[src/rtl/tnn_pkg.sv]
// Shared helpers and beat record for the TNN sum-and-compare datapath.
package tnn_pkg;

  // Storage width for a group sum inside the S1 beat record; group sums must fit.
  localparam int SUM_MAX_W = 16;

  function automatic int clog2(input int v);
    int r;
    r = 0;
    while ((1 << r) < v) r++;
    return r;
  endfunction

  // Signed accumulator width: covers MAX_BEATS beats of the larger group sum, plus sign.
  function automatic int acc_w(input int w, input int np, input int nn, input int mb);
    int m;
    m = (np > nn) ? np : nn;
    return clog2(m * ((1 << w) - 1) * mb + 1) + 1;
  endfunction

  typedef struct packed {
    logic [SUM_MAX_W-1:0] sum_pos;
    logic [SUM_MAX_W-1:0] sum_neg;
    logic                 last;
  } beat_t;

endpackage

[src/rtl/tnn_sum_tree.sv]
// Combinational unsigned sum of N packed W-bit operands.
module tnn_sum_tree
  import tnn_pkg::*;
#(
  parameter int N  = 3,
  parameter int W  = 3,
  localparam int OW = W + clog2(N)
) (
  input  logic [N*W-1:0] ops,
  output logic [OW-1:0]  sum
);

  // Zero-extend each operand and add; OW is wide enough that nothing wraps.
  always_comb begin
    sum = '0;
    for (int k = 0; k < N; k++) sum = sum + OW'(ops[k*W +: W]);
  end

endmodule

[src/rtl/tnn_sumcmp_stream.sv]
// Pipelined sum-and-compare neuron: per-beat group difference accumulated over a frame,
// one thresholded decision per frame on a valid/ready output.
module tnn_sumcmp_stream
  import tnn_pkg::*;
#(
  parameter int  W         = 3,
  parameter int  N_POS     = 3,
  parameter int  N_NEG     = 2,
  parameter int  MAX_BEATS = 4,
  parameter int  THRESH    = 0,
  localparam int ACC_W     = acc_w(W, N_POS, N_NEG, MAX_BEATS)
) (
  input  logic                    clk,
  input  logic                    rst_n,
  input  logic                    in_valid,
  output logic                    in_ready,
  input  logic [N_POS*W-1:0]      in_pos,
  input  logic [N_NEG*W-1:0]      in_neg,
  input  logic                    in_last,
  output logic                    out_valid,
  input  logic                    out_ready,
  output logic                    out_bit,
  output logic signed [ACC_W-1:0] out_margin,
  output logic                    out_trunc
);

  localparam int PW    = W + clog2(N_POS);
  localparam int NW    = W + clog2(N_NEG);
  localparam int CNT_W = clog2(MAX_BEATS + 1);
  localparam logic signed [ACC_W-1:0] THR = ACC_W'(THRESH);

  logic [PW-1:0]             sum_pos;
  logic [NW-1:0]             sum_neg;
  beat_t                     beat_in, s1;
  logic                      s1_vld;
  logic signed [ACC_W-1:0]   acc, diff, acc_nxt;
  logic [CNT_W-1:0]          cnt, cnt_nxt;
  logic                      first, hit, close, en;

  tnn_sum_tree #(.N(N_POS), .W(W)) u_pos (.ops(in_pos), .sum(sum_pos));
  tnn_sum_tree #(.N(N_NEG), .W(W)) u_neg (.ops(in_neg), .sum(sum_neg));

  // Whole pipeline advances only when the output slot is free or being drained.
  assign en       = ~out_valid | out_ready;
  assign in_ready = en;

  always_comb begin
    beat_in.sum_pos = SUM_MAX_W'(sum_pos);
    beat_in.sum_neg = SUM_MAX_W'(sum_neg);
    beat_in.last    = in_last;
  end

  // Accumulate the S1 beat and decide whether it closes the frame.
  always_comb begin
    diff    = $signed(ACC_W'(s1.sum_pos)) - $signed(ACC_W'(s1.sum_neg));
    acc_nxt = (first ? '0 : acc) + diff;
    cnt_nxt = cnt + 1'b1;
    hit     = (cnt_nxt == CNT_W'(MAX_BEATS));
    close   = s1_vld & (s1.last | hit);
  end

  // S1: register the group sums of the accepted beat.
  always_ff @(posedge clk or negedge rst_n) begin
    if (!rst_n) begin
      s1_vld <= 1'b0;
      s1     <= '0;
    end else if (en) begin
      s1_vld <= in_valid;
      if (in_valid) s1 <= beat_in;
    end
  end

  // S2: frame accumulator and beat counter; a close restarts the frame with no bubble.
  always_ff @(posedge clk or negedge rst_n) begin
    if (!rst_n) begin
      acc   <= '0;
      cnt   <= '0;
      first <= 1'b1;
    end else if (en && s1_vld) begin
      acc <= acc_nxt;
      if (close) begin
        cnt   <= '0;
        first <= 1'b1;
      end else begin
        cnt   <= cnt_nxt;
        first <= 1'b0;
      end
    end
  end

  // Output register: loads on close, otherwise holds until the handshake frees it.
  always_ff @(posedge clk or negedge rst_n) begin
    if (!rst_n) begin
      out_valid  <= 1'b0;
      out_bit    <= 1'b0;
      out_margin <= '0;
      out_trunc  <= 1'b0;
    end else if (en) begin
      out_valid <= close;
      if (close) begin
        out_bit    <= (acc_nxt > THR);
        out_margin <= acc_nxt;
        out_trunc  <= hit & ~s1.last;
      end
    end
  end

endmodule

[config.mk]
export PLATFORM = sky130hd
export DESIGN_NAME = tnn_sumcmp_stream
export DESIGN_NICKNAME = d
export VERILOG_FILES = /design/src/rtl/tnn_pkg.sv /design/src/rtl/tnn_sum_tree.sv /design/src/rtl/tnn_sumcmp_stream.sv
export SDC_FILE = /design/constraint.sdc
export NUM_CORES = 1
export LEC_CHECK = 0
export BUFFER_PORTS_ARGS = -buffer_cell sky130_fd_sc_hd__buf_2
export CAP_MARGIN = 20
export CORE_ASPECT_RATIO = 1.4
export CORE_MARGIN = 1
export CORE_UTILIZATION = 51
export DETAILED_ROUTE_END_ITERATION = 8
export GPL_ROUTABILITY_DRIVEN = 0
export PLACE_DENSITY = 0.86
export SLEW_MARGIN = 20
export SYNTH_ARGS = -nofsm -noshare
export SYNTH_HDL_FRONTEND = slang
export SYNTH_SLANG_ARGS = --single-unit
[constraint.sdc]
create_clock -name clk -period 2.4 [get_ports clk]
set_input_delay 0.48 -clock clk [delete_from_list [all_inputs] [get_ports clk]]
set_output_delay 0.48 -clock clk [all_outputs]
set_load 0.02 [all_outputs]
==> impl_metrics.tcl <==
set metrics [dict create \
    status "finished, violations left" \
    violations "setup timing" \
    row_count 27 \
    crit_buf_inv 2 \
    max_slew.worst_pin.slew_ps 741 \
    end_kind "register" \
    cp_cell_sequence "inv_1, ha_1, inv_1, fa_2, a21o_1, a21oi_2, xor2_1, ha_2, or4_4, o22ai_2, xor2_1, nand2_1, a32oi_1" \
    grt_use_total 0.235 \
    coreArea_mm2 0.00395 \
    layout_common_cells "46 x nand2_1, 33 x dfrtp_1, 31 x buf_2" \
    critical_path_peak_fanout 2 \
    p_total_w 0.00385 \
    insertion_delay_ps 290 \
    final_common_cell "nand2_1" \
    reg2reg_depth 13 \
    cp_num_cells 13 \
    grt_overflow_total 0 \
    slowest_delay_ps 480 \
    crit_slowest_cell "or4_4" \
    synth_seq_cells 34 \
    antenna_found_initial 0 \
    cp-start-kind "register" \
    synth_flop_cell "dfrtp_1" \
    synth_edf_count 0 \
    ys_warn_count 0 \
    initial_core_util 0.533 \
    wl_per_cell_um 14.6 \
    via_per_inst 5.45 \
    dpl.hpwl_mm 3.44 \
    numPortBuffers 31 \
    die_h_um 78.1 \
    synth_top_cell_area_share 0.392 \
    avgSynthCellArea_um2 9.63 \
    timing_worst_setup_path_type "register to register" \
    final_nets 327 \
    dieArea_mm2 0.00440 \
    slew_headroom 0.506 \
    synth_cell_types 34 \
    yosys-top-cells-area "dfrtp_1 39%, ha_1 13%, nand2_1 8.2%" \
    hold_viol_final 0 \
    setup_violations 9 \
    synthArstFlopShare 1.00 \
    grt_pass1_vias 1840 \
    timing.hold.ws_ps 245 \
    drt_wl_total_mm 4.74 \
    grt_pass1_wl_mm 7.87 \
    cts.htree.levels 2 \
    min_period_ps 2730 \
    num_vias 1766 \
    grt_max_degree 35 \
    p_leak_nw 1.37 \
    drc 0 \
    synth_top_cell_by_area "dfrtp_1" \
    drt-pass1-iter-count 4 \
    io_pins 32 \
    drt_iter0_markers 46 \
    drive_above_1_share 0.327 \
    max_freq_mhz 366 \
    syn_to_final_growth_pct 26.9 \
    fin_ws_ps -332 \
    critPathArrivalTime_ps 2950 \
    cpLargestDelayFamily "adder cells" \
    cts_made_buffers 5 \
    finalCritPeriodShare 1.14 \
    cts_buffer_depth 2 \
    seq_area_frac_synth 0.404 \
    cts_tree "done" \
    ant_nets 0 \
    num_antenna_cells 0 \
    critPathRequiredTime_ps 2610 \
    die_w_um 56.3 \
    peakVddDrop_mv 1.01 \
    synth_cells 219 \
    power_density_mw_per_mm2 1440 \
    grt_setup_unrepaired "yes" \
    synth_fp_nets 266 \
    slew_viol_final 0 \
    hold_path.class "input port to async pin" \
    synth_area_mm2 0.00211 \
    cap_violations 0 \
    cts.root.buffer_cell "clkbuf_8" \
    finClkSkew_ps 9.18 \
    cts_hold_buf 0 \
    cts.clk_slew.worst_paths_ps 70 \
    cts_sinks 34 \
]
## path summary, 6_finish.rpt
kind | from | endpoint | slack (ps)
min | rst_n | out_bit$_DFFE_PN0P_ | 250
max | s1[17]$_DFFE_PN0P_ | out_bit$_DFFE_PN0P_ | -330
min in group clk | in_last | s1[0]$_DFFE_PN0P_ | 420
max in group asynchronous | rst_n | s1[3]$_DFFE_PN0P_ | 1670
max reg2reg | s1[17]$_DFFE_PN0P_ | out_bit$_DFFE_PN0P_ | -330
min reg2reg | acc[3]$_DFFE_PN0P_ | acc[3]$_DFFE_PN0P_ | 470
## flip-flops by register name (all words and copies together), names as in the netlist
| signal | count |
|---|---|
| s1_vld | 1 |
| s1 | 10 |
| first | 1 |
| out_margin | 8 |
| cnt | 3 |
| out_valid | 1 |
| acc | 8 |
| out_trunc | 1 |
| out_bit | 1 |
## cell families (layout without fill, tap and decap cells)
group,Yosys count,in the layout,synth area share
simple gates,77,77,0.164
mux,7,7,0.0368
xor+xnor,12,12,0.0499
flops,34,34,0.404
buf+inv,14,76,0.0249
fa+ha+maj,27,27,0.178
compound gates,48,48,0.142
## worst reg2reg max path, stage by stage, from the launching register on
cell and delay [ps]:
dfrtp_1 380, inv_1 60, ha_1 150, inv_1 50, fa_2 340, a21o_1 180
a21oi_2 160, xor2_1 100, ha_2 200, or4_4 480, o22ai_2 130, xor2_1 200
nand2_1 90, a32oi_1 160
## cell type report
| type | instances | area, um^2 |
|---|---|---|
| Tap cell | 43 | 53.8 |
| Inverter | 11 | 41.3 |
| Clock buffer | 6 | 82.6 |
| Clock inverter | 2 | 12.5 |
| Fill cell | 292 | 1280 |
| Timing Repair Buffer | 57 | 350 |
| Multi-Input combinational cell | 171 | 1280 |
| Sequential cell | 34 | 852 |
## synthesized netlist by cell type (4+ instances only)
| cell | n |
|---|---|
| xnor2_1 | 5 |
| nor2b_1 | 8 |
| o21ai_0 | 18 |
| a21o_1 | 7 |
| nor2_1 | 9 |
| fa_1 | 5 |
| mux2_2 | 6 |
| inv_1 | 11 |
| nand2_1 | 46 |
| o21a_1 | 4 |
| a21oi_1 | 10 |
| ha_1 | 22 |
| dfrtp_1 | 33 |
| xor2_1 | 7 |
## where the power goes
part / switching [W] / total, W / internal [W]
clock network: 0.000219 / 0.000449 / 0.000231
registers: 0.000124 / 0.000924 / 0.000800
logic: 0.00129 / 0.00248 / 0.00119
## per-layer routing
metal / share of wire / track usage
met5: 0 / 0
met4: 0.021 / 0.124
met3: 0.033 / 0.0461
met2: 0.54 / 0.417
met1: 0.41 / 0.264
## timing repair
item | 4_1_cts | 5_1_grt
gates cloned | 0 | 0
pin swaps | 5 | 5
gates resized for setup | 5 | 12
setup buffers | 0 | 1
setup endpoints to repair | 11 | 11
## through the flow
| step | cell area (um^2) | util | std cells | TNS, ps | setup WS [ps] |
|---|---|---|---|---|---|
| after floorplan | 2120 | - | 219 | -448 | -137 |
| after global placement | 2510 | 0.635 | 315 | -1220 | -224 |
| after detailed placement | 2510 | 0.635 | 315 | -1870 | -301 |
| after CTS | 2630 | 0.665 | 323 | -1710 | -297 |
| after global routing | 2680 | 0.677 | 324 | -3470 | -533 |
| final | 2680 | 0.677 | 324 | -1880 | -332 |
Note: power is estimated with default switching activity, not from simulation.
